[config.mk]
export PLATFORM = sky130hd
export DESIGN_NAME = fetch_stage
export DESIGN_NICKNAME = d
export VERILOG_FILES = /design/src/rtl/fetch_stage.sv
export SDC_FILE = /design/constraint.sdc
export NUM_CORES = 1
export LEC_CHECK = 0
export ABC_CLOCK_PERIOD_IN_PS = 6420
export CORE_AREA = 2 2 124 126
export CTS_BUF_LIST = sky130_fd_sc_hd__clkbuf_2 sky130_fd_sc_hd__clkbuf_4 sky130_fd_sc_hd__clkbuf_8
export CTS_CLUSTER_SIZE = 20
export DETAILED_ROUTE_END_ITERATION = 16
export DIE_AREA = 0 0 126 128
export PLACE_DENSITY = 0.86
export SYNTH_ARGS = -nofsm -noshare
export SYNTH_HDL_FRONTEND = slang
export SYNTH_SLANG_ARGS = --single-unit
[constraint.sdc]
create_clock -name Clock -period 6.42 [get_ports Clock]
set_input_delay 0.642 -clock Clock [delete_from_list [all_inputs] [get_ports Clock]]
set_output_delay 0.642 -clock Clock [all_outputs]
set_load 0.02 [all_outputs]
[src/rtl/fetch_stage.sv]
// rtl/fetch_stage.sv - instruction fetch stage: PC register, imem request FSM, IF/ID register
// Stall-held word goes to a one-entry buffer; redirects during an outstanding request wait out the abandoned response.
module fetch_stage #(
    parameter logic [31:0] RESET_PC = 32'h00000000
) (
    input  logic        Clock,
    input  logic        Reset,
    input  logic        pcWrite,
    input  logic        flush,
    input  logic        pcSrc,
    input  logic [31:0] redirectTarget,
    output logic        imemReq,
    output logic [31:0] imemAddr,
    input  logic        imemReady,
    input  logic [31:0] imemData,
    output logic [31:0] pcIF,
    output logic [31:0] pcID,
    output logic [31:0] instructionID,
    output logic        validID
);

    typedef enum logic [1:0] {BOOT, FETCH, HELD, DISCARD} state_t;

    state_t      state_q, state_d;
    logic [31:0] pc_q, pc_d;
    logic [31:0] id_pc_q, id_pc_d;
    logic [31:0] id_ins_q, id_ins_d;
    logic        id_valid_q, id_valid_d;
    logic [31:0] buf_q, buf_d;
    logic [31:0] lost_addr_q, lost_addr_d;
    logic [31:0] pc_plus4;
    logic        bubble;

    assign pc_plus4      = pc_q + 32'd4;
    assign imemReq       = (state_q == FETCH) || (state_q == DISCARD);
    assign imemAddr      = (state_q == DISCARD) ? lost_addr_q : pc_q;
    assign pcIF          = pc_q;
    assign pcID          = id_pc_q;
    assign instructionID = id_ins_q;
    assign validID       = id_valid_q;

    always_comb begin
        state_d     = state_q;
        pc_d        = pc_q;
        id_pc_d     = id_pc_q;
        id_ins_d    = id_ins_q;
        id_valid_d  = id_valid_q;
        buf_d       = buf_q;
        lost_addr_d = lost_addr_q;
        bubble      = 1'b0;
        case (state_q)
            BOOT: state_d = FETCH;
            FETCH: begin
                if (imemReady) begin
                    if (!pcWrite) begin
                        buf_d   = imemData;
                        state_d = HELD;
                    end else if (pcSrc) begin
                        bubble = 1'b1;
                        pc_d   = redirectTarget;
                    end else begin
                        id_pc_d    = pc_plus4;
                        id_ins_d   = imemData;
                        id_valid_d = 1'b1;
                        pc_d       = pc_plus4;
                    end
                end else if (pcWrite) begin
                    bubble = 1'b1;
                    if (pcSrc) begin
                        // Response for this address may still arrive; remember it so it can be dropped.
                        lost_addr_d = pc_q;
                        pc_d        = redirectTarget;
                        state_d     = DISCARD;
                    end
                end
            end
            HELD: begin
                if (pcWrite) begin
                    state_d = FETCH;
                    if (pcSrc) begin
                        bubble = 1'b1;
                        pc_d   = redirectTarget;
                    end else begin
                        id_pc_d    = pc_plus4;
                        id_ins_d   = buf_q;
                        id_valid_d = 1'b1;
                        pc_d       = pc_plus4;
                    end
                end
            end
            DISCARD: begin
                if (pcWrite) begin
                    bubble = 1'b1;
                    if (pcSrc) pc_d = redirectTarget;
                end
                if (imemReady) state_d = FETCH;
            end
            default: state_d = BOOT;
        endcase
        if (bubble || flush) begin
            id_pc_d    = 32'h0;
            id_ins_d   = 32'h0;
            id_valid_d = 1'b0;
        end
    end

    always_ff @(posedge Clock) begin
        if (!Reset) begin
            state_q     <= BOOT;
            pc_q        <= RESET_PC;
            id_pc_q     <= 32'h0;
            id_ins_q    <= 32'h0;
            id_valid_q  <= 1'b0;
            buf_q       <= 32'h0;
            lost_addr_q <= 32'h0;
        end else begin
            state_q     <= state_d;
            pc_q        <= pc_d;
            id_pc_q     <= id_pc_d;
            id_ins_q    <= id_ins_d;
            id_valid_q  <= id_valid_d;
            buf_q       <= buf_d;
            lost_addr_q <= lost_addr_d;
        end
    end

endmodule

==> results.txt, run 1 <==
----------------------------------------------------
[Worst setup path]
  Slowest-stage cell, CP ... ha_2
  Worst flop-to-flop path startpoint ... pcIF[2]$_SDFFE_PN0P_
  Worst setup EP type ... output pin
  Data required time at the worst endpoint ... 5780 ps
  Cell-by-cell trace of the critical path ... ha_2 -> mux2_2 -> clkdlybuf4s50_1
  Slowest Stage Delay on Critical Path ... 870 ps
  Critical path start-end classification ... reg -> out
  Source of the critical timing path ... state_q[0]$_SDFFE_PN0P_
  Startpoint type of the worst setup path ... flop
  Critical-path maximum fanout ... 42
  Arrival time at the worst endpoint ... 2740 ps

[Synth]
  Asr flop ratio synth ... 0%
  Synth unique cells ... 62
  Register area share after synthesis ... 41.15%
  Number of nets produced by synthesis ... 1069
  Syn Std Cell Area ... 0.007930 mm2
  Most frequently used flop master after synthesis ... dfxtp_1
  Yosys warning count ... 0
  Flops & latches, synth ... 163
  Post-synth EDFFs ... 0
  Post-Synthesis Mean Instance Area ... 7.986 um2
  Cells after Synth ... 993

[Clock network]
  Number of sinks driven by the clock tree ... 163
  Clock latency reported for the late side of the worst-skew pair ... 480 ps
  Clock root buffer ... clkbuf_8
  Number of post-CTS setup repair buffers ... 0
  H-tree Lvls ... 4
  Maximum root-to-sink buffer count ... 2
  Resized Gates After CTS ... 0
  Clock buffer count from CTS ... 17
  Hold buffer count at CTS ... 0
  TritonCTS clock tree ... done
  Worst-path clk slew ... 90 ps

[STA]
  Fin crit period ... 3380 ps
  Sum of negative setup slack ... 0 ps
  Final number of max-transition violations ... 0
  Worst slew slack as a fraction of its limit ... 31.87%
  RSZ-0062 raised after global routing ... false
  Worst-Margin Slew ... 1022 ps
  Final count of hold timing violations ... 0
  Final Cycle Share ... 52.65%
  Maximum clock frequency ... 0.2959 GHz
  Setup violators final ... 0
  Final setup slack of the worst path ... 3040 ps
  Layout Skew ... 10.70 ps

[Pwr]
  Highest ir drop seen on vdd ... 140.5 uV
  Static leakage power ... 3.394 nW
  Ratio of total power to cell area ... 238.3 mW/mm2

[Final layout]
  Area growth from synthesis to layout ... 29.87%
  Post-layout net count ... 1201
  Leading cell type in the layout, fill and taps excluded ... clkdlybuf4s50_1
  Filler cells ... 1207
  Commonest non-fill, non-tap cells in the layout ... clkdlybuf4s50_1, nand2_1, dfxtp_1
  Summed area of non-filler cells in the final layout ... 0.01030 mm2
  Fraction of final layout cells sized beyond drive strength 1 ... 8.260%

[Die]
  Boundary Pins ... 200
  Die Height ... 128 um
  Width of the die ... 126 um
  Core footprint ... 0.01486 mm2
  Area of the die ... 0.01613 mm2
  Effective utilization at floorplan ... 53.35%
  Row cnt ... 45

[Flow run]
  # Max-Cap Violations ... 0

[Global routing]
  Global route overflow ... 0
  Number of antenna violations at the first check in global routing ... 1
  Global-route wire length before repair ... 38140 um
  Overall fraction of global-route tracks in use ... 29.16%
  Via count of the first global-routing pass ... 7532
  Maximum number of pins on one net before global-route repair ... 65

[Placement]
  Placed Instance Area ... 0.009867 mm2
  Hpwl dp ... 15750 um
  Setup Slack @ Placement ... 2888 ps
  Number of I/O port buffers ... 199
  Final weighted congestion in routability-driven placement ... 0.8779

[Routing]
  Post-detailed-route via-to-cell ratio ... 6.020
  Antenna viol nets, final ... 0
  DRC violation count after routing ... 0
  DRT Pass-1 Iters ... 6
  Via count ... 7989
  Initial drt markers ... 715
  Routed wire per std cell ... 17.97 um
  Post-detailed-routing wire length ... 23850 um

[Min path]
  Worst min-delay path startpoint ... buf_q[17]$_SDFFE_PN0P_
  Min-Delay Path Class ... reg -> reg

[Outcome]
  Status ... finished, final reports clean

----------------------------------------------------
-- Yosys cell counts, types with 3 or more instances --
library cell  instances  share of area [%]
nand2_1             195                9.2
dfxtp_1             163                 41
a21oi_1             113                7.1
nor2_1               82                3.9
clkbuf_1             70                3.3
a211oi_1             55                5.2
mux2i_1              36                4.5
mux2_2               29                4.1
o21ai_0              29                1.8
nand3_1              20                1.3
xor2_1               14                1.5
buf_1                13               0.62
nor3_1               13               0.82
a221oi_1              9               0.99
inv_1                 9               0.43
nor4_1                9               0.71
xnor2_1               9               0.99
a31oi_1               8               0.63
and3_1                8               0.63
buf_2                 8               0.50
nand4_1               8               0.63
a311oi_1              7               0.77
nand2b_1              7               0.55
and4_1                6               0.66
ha_1                  6               0.95
nor2b_1               5               0.39
o221a_2               5               0.71
buf_4                 4               0.38
o211ai_1              4               0.38
o211a_1               3               0.38
or2_2                 3               0.24
or3_1                 3               0.24
-- sequential cells by signal, indices dropped and copies added, names as in the netlist --
name / count
lost_addr_q: 32
state_q: 2
pcIF: 32
validID: 1
instructionID: 32
pcID: 32
buf_q: 32
-- routing by layer --
metal | GRT usage, % | up-vias | part of all wire [%]
li1 | - | 3761 | -
met2 | 46.58 | 385 | 47
met3 | 6.177 | 110 | 7.8
met5 | 0 | - | 0
met1 | 36.94 | 3733 | 41
met4 | 16.10 | 0 | 4.9
-- worst max-delay path, delay by kind of cell, from the launching register on --
family | cells | cell delay [ps]
DFF | 1 | 400
adders and majority gates | 1 | 870
buffers and inverters | 1 | 570
muxes | 1 | 430
-- power by group --
part	internal, mW	switching [mW]
combinational	0.230	0.303
clock	0.406	0.399
sequential	1.05	0.0656
total	1.69	0.767
-- worst paths after layout --
| check | end | slack (ps) | cells past startpoint |
|---|---|---|---|
| hold / removal | buf_q[17]$_SDFFE_PN0P_ | 460 | 2 |
| hold reg to reg | buf_q[17]$_SDFFE_PN0P_ | 460 | 2 |
| setup reg to reg | pcIF[26]$_SDFFE_PN0P_ | 3520 | 6 |
| setup / recovery | imemAddr[12] | 3040 | 3 |
-- cells by family after synthesis --
| logic type | Yosys count | synth area share [%] |
|---|---|---|
| xor+xnor | 23 | 2.540 |
| compound gates | 256 | 20.37 |
| buf+inv | 109 | 5.601 |
| flops | 163 | 41.15 |
| fa+ha+maj | 6 | 0.9466 |
| simple gates | 371 | 20.73 |
| mux | 65 | 8.662 |
-- area by class of cell --
type | count | area, um2 | area share (%)
clock inverters | 13 | 173.9 | 1.689
clock buffers | 19 | 255.2 | 2.478
multi-input cells | 721 | 4245 | 41.22
diodes | 1 | 2.502 | 0.02430
well taps | 188 | 235.2 | 2.284
inverters | 11 | 41.29 | 0.4009
repair buffers | 211 | 2082 | 20.22
flip-flops and latches | 163 | 3263 | 31.69
-- metrics by stage --
stage / hold slack, ps / instances / total power, mW / util, %
4_1_cts: 457.7 / 1326 / 2.454 / 69.27
3_5_place_dp: 443.6 / 1294 / 1.660 / 66.38
2_1_floorplan: 432.9 / 993 / 1.447 / -
6_report: 457.4 / 1327 / 2.454 / 69.28
5_1_grt: 472.0 / 1327 / 2.550 / 69.28
3_3_place_gp: 438.4 / 1294 / 1.647 / 66.38
Power figures use the tool's default switching activity.
==> run 2, diff against run 1 <==
==> config.mk (replaced) <==
export PLATFORM = sky130hd
export DESIGN_NAME = fetch_stage
export DESIGN_NICKNAME = d
export VERILOG_FILES = /design/src/rtl/fetch_stage.sv
export SDC_FILE = /design/constraint.sdc
export NUM_CORES = 1
export LEC_CHECK = 0
export ABC_CLOCK_PERIOD_IN_PS = 2900
export CORE_AREA = 2 2 135 137
export CTS_BUF_LIST = sky130_fd_sc_hd__clkbuf_2 sky130_fd_sc_hd__clkbuf_4 sky130_fd_sc_hd__clkbuf_8
export CTS_CLUSTER_SIZE = 20
export DETAILED_ROUTE_END_ITERATION = 16
export DIE_AREA = 0 0 137 139
export PLACE_DENSITY = 0.77
export SYNTH_ARGS = -nofsm -noshare
export SYNTH_HDL_FRONTEND = slang
export SYNTH_SLANG_ARGS = --single-unit
==> constraint.sdc (replaced) <==
create_clock -name Clock -period 2.9 [get_ports Clock]
set_input_delay 0.29 -clock Clock [delete_from_list [all_inputs] [get_ports Clock]]
set_output_delay 0.29 -clock Clock [all_outputs]
set_load 0.02 [all_outputs]
==> run 2 against run 1 <==
  * Worst hold slack worse by 82 ps
  * Core utilization decreased by 8.8 points
  * Combinational power grew 130%
  * Cell area up 3.7%
==> results.txt, run 2 (synthesis gave the netlist of run 1 again) <==
----------------------------------------------------
[Outcome]
  Status ... finished, final reports clean

[STA]
  Sum of negative setup slack ... 0 ps
  Setup violators final ... 0
  Final count of hold timing violations ... 0
  Maximum clock frequency ... 0.3719 GHz
  Worst slew slack as a fraction of its limit ... 42.37%
  Worst-Margin Slew ... 861.2 ps
  Final Cycle Share ... 92.72%
  Final number of max-transition violations ... 0
  Fin crit period ... 2689 ps
  Layout Skew ... 13.38 ps
  RSZ-0062 raised after global routing ... false

[Min path]
  Min-Delay Path Class ... in -> reg
  Worst min-delay path startpoint ... redirectTarget[0]

[Worst setup path]
  Worst flop-to-flop path startpoint ... pcIF[3]$_SDFFE_PN0P_
  Critical path start-end classification ... reg -> out
  Slowest-stage cell, CP ... clkdlybuf4s50_1
  Worst setup EP type ... output pin
  Critical-path maximum fanout ... 22
  Source of the critical timing path ... state_q[1]$_SDFFE_PN0P_
  Startpoint type of the worst setup path ... flop
  Cell-by-cell trace of the critical path ... ha_4 -> buf_12 -> mux2_2 -> clkdlybuf4s50_1
  Data required time at the worst endpoint ... 2610 ps
  Slowest Stage Delay on Critical Path ... 550 ps
  Arrival time at the worst endpoint ... 2400 ps

[Pwr]
  Sw power ... 1.689 mW
  Relative contribution of sequential cells to total power ... 44.2%
  Highest ir drop seen on vdd ... 318.1 uV
  Switching portion of total power ... 30.44%
  Combinational share of power ... 22.6%
  Static leakage power ... 3.571 nW
  Cell-internal power ... 3.859 mW
  Clock network fraction of design power ... 33.2%
  Ratio of total power to cell area ... 519.5 mW/mm2

[Clock network]
  TritonCTS clock tree ... done
  Number of post-CTS setup repair buffers ... 0
  Number of sinks driven by the clock tree ... 163
  Resized Gates After CTS ... 0
  Clock root buffer ... clkbuf_8
  Clock buffer count from CTS ... 17
  Worst-path clk slew ... 90 ps
  Hold buffer count at CTS ... 0
  H-tree Lvls ... 4
  Maximum root-to-sink buffer count ... 2
  Clock latency reported for the late side of the worst-skew pair ... 480 ps

[Final layout]
  Commonest non-fill, non-tap cells in the layout ... clkdlybuf4s50_1, nand2_1, dfxtp_1
  Antenna diode instance count ... 0
  Post-Layout Cell Count ... 1394
  Post-layout net count ... 1228
  Area growth from synthesis to layout ... 34.70%
  Filler cells ... 1565
  Leading cell type in the layout, fill and taps excluded ... clkdlybuf4s50_1
  Fraction of final layout cells sized beyond drive strength 1 ... 10.39%

[Global routing]
  Maximum number of pins on one net before global-route repair ... 65
  Number of antenna violations at the first check in global routing ... 0
  Via count of the first global-routing pass ... 7424
  Global-route wire length before repair ... 38360 um
  Overall fraction of global-route tracks in use ... 25.33%
  Global route overflow ... 0

[Die]
  Effective utilization at floorplan ... 44.91%
  Boundary Pins ... 200
  Core footprint ... 0.01766 mm2
  Die Height ... 139 um
  Width of the die ... 137 um
  Row cnt ... 49
  Area of the die ... 0.01904 mm2

[Routing]
  Post-detailed-routing wire length ... 24340 um
  Routed wire per std cell ... 17.46 um
  Post-detailed-route via-to-cell ratio ... 5.679
  Initial drt markers ... 685
  Antenna viol nets, final ... 0
  DRC violation count after routing ... 0
  Via count ... 7916
  DRT Pass-1 Iters ... 5

[Placement]
  Hpwl dp ... 16750 um
  Number of I/O port buffers ... 199
  Final weighted congestion in routability-driven placement ... 0.9076
  Number of placed instances with taps included ... 1362

[Flow run]
  # Max-Cap Violations ... 0

----------------------------------------------------
==> run 2: per-layer routing <==
layer / global-route usage [%] / wire length [um] / vias to the layer above
li1: - / - / 3812
met1: 32.98 / 10240 / 3703
met2: 40.04 / 11490 / 343
met3: 5.629 / 1851 / 58
met4: 11.12 / 751 / 0
met5: 0 / 0 / -
==> run 2: per-stage QoR <==
| step | util (%) | setup slack, ps | hold slack [ps] | instance area, um2 | power (mW) |
|---|---|---|---|---|---|
| 4_1_cts | 60.44 | 11.73 | 351.8 | 10670 | 5.565 |
| 3_3_place_gp | 57.89 | 547.6 | 438.6 | 10220 | 3.719 |
| 2_1_floorplan | - | 623.1 | 426.0 | 7930 | 3.203 |
| 5_1_grt | 60.49 | 129.0 | 385.2 | 10680 | 5.775 |
| 6_report | 60.49 | 211.1 | 375.5 | 10680 | 5.549 |
| 3_5_place_dp | 57.89 | 516.1 | 443.1 | 10220 | 3.742 |
==> run 2: layout make-up <==
cell class | count | area, um2 | area share (%)
repair buffers | 238 | 2385 | 22.33
inverters | 11 | 41.29 | 0.3866
clock inverters | 10 | 147.6 | 1.382
flip-flops and latches | 163 | 3263 | 30.55
clock buffers | 22 | 302.8 | 2.835
well taps | 229 | 286.5 | 2.682
multi-input cells | 721 | 4255 | 39.84
==> run 2: worst paths after layout <==
check	end	slack, ps	cells after the start
worst min register to register	buf_q[24]$_SDFFE_PN0P_	460	2
worst max-delay path	imemAddr[7]	210	4
worst min-delay path	pcIF[0]$_SDFFE_PN0P_	380	3
worst max register to register	pcIF[24]$_SDFFE_PN0P_	440	6
==> run 2: power groups by stage <==
stage                     Sequential (mW)  Clock (mW)  Combinational, mW
after floorplan                      2.50           0              0.701
after global placement               2.50           0               1.22
after detailed placement             2.50           0               1.24
after CTS                            2.45        1.87               1.25
after global routing                 2.47        1.96               1.35
final                                2.45        1.84               1.25
==> run 2: worst max-delay path: cells and delay by family (launching register included) <==
| kind | cells | cell delay (ps) |
|---|---|---|
| muxes | 1 | 360 |
| buffers and inverters | 2 | 760 |
| adders and majority gates | 1 | 360 |
| DFF | 1 | 440 |
==> run 3, diff against run 2 <==
--- a/config.mk
+++ b/config.mk
@@ -6,6 +6,7 @@
 export NUM_CORES = 1
 export LEC_CHECK = 0
 export ABC_CLOCK_PERIOD_IN_PS = 2900
+export CAP_MARGIN = 20
 export CORE_AREA = 2 2 135 137
 export CTS_BUF_LIST = sky130_fd_sc_hd__clkbuf_2 sky130_fd_sc_hd__clkbuf_4 sky130_fd_sc_hd__clkbuf_8
 export CTS_CLUSTER_SIZE = 20
==> results of run 3 <==
Final layout, timing and power as in run 2 (identical DEF).
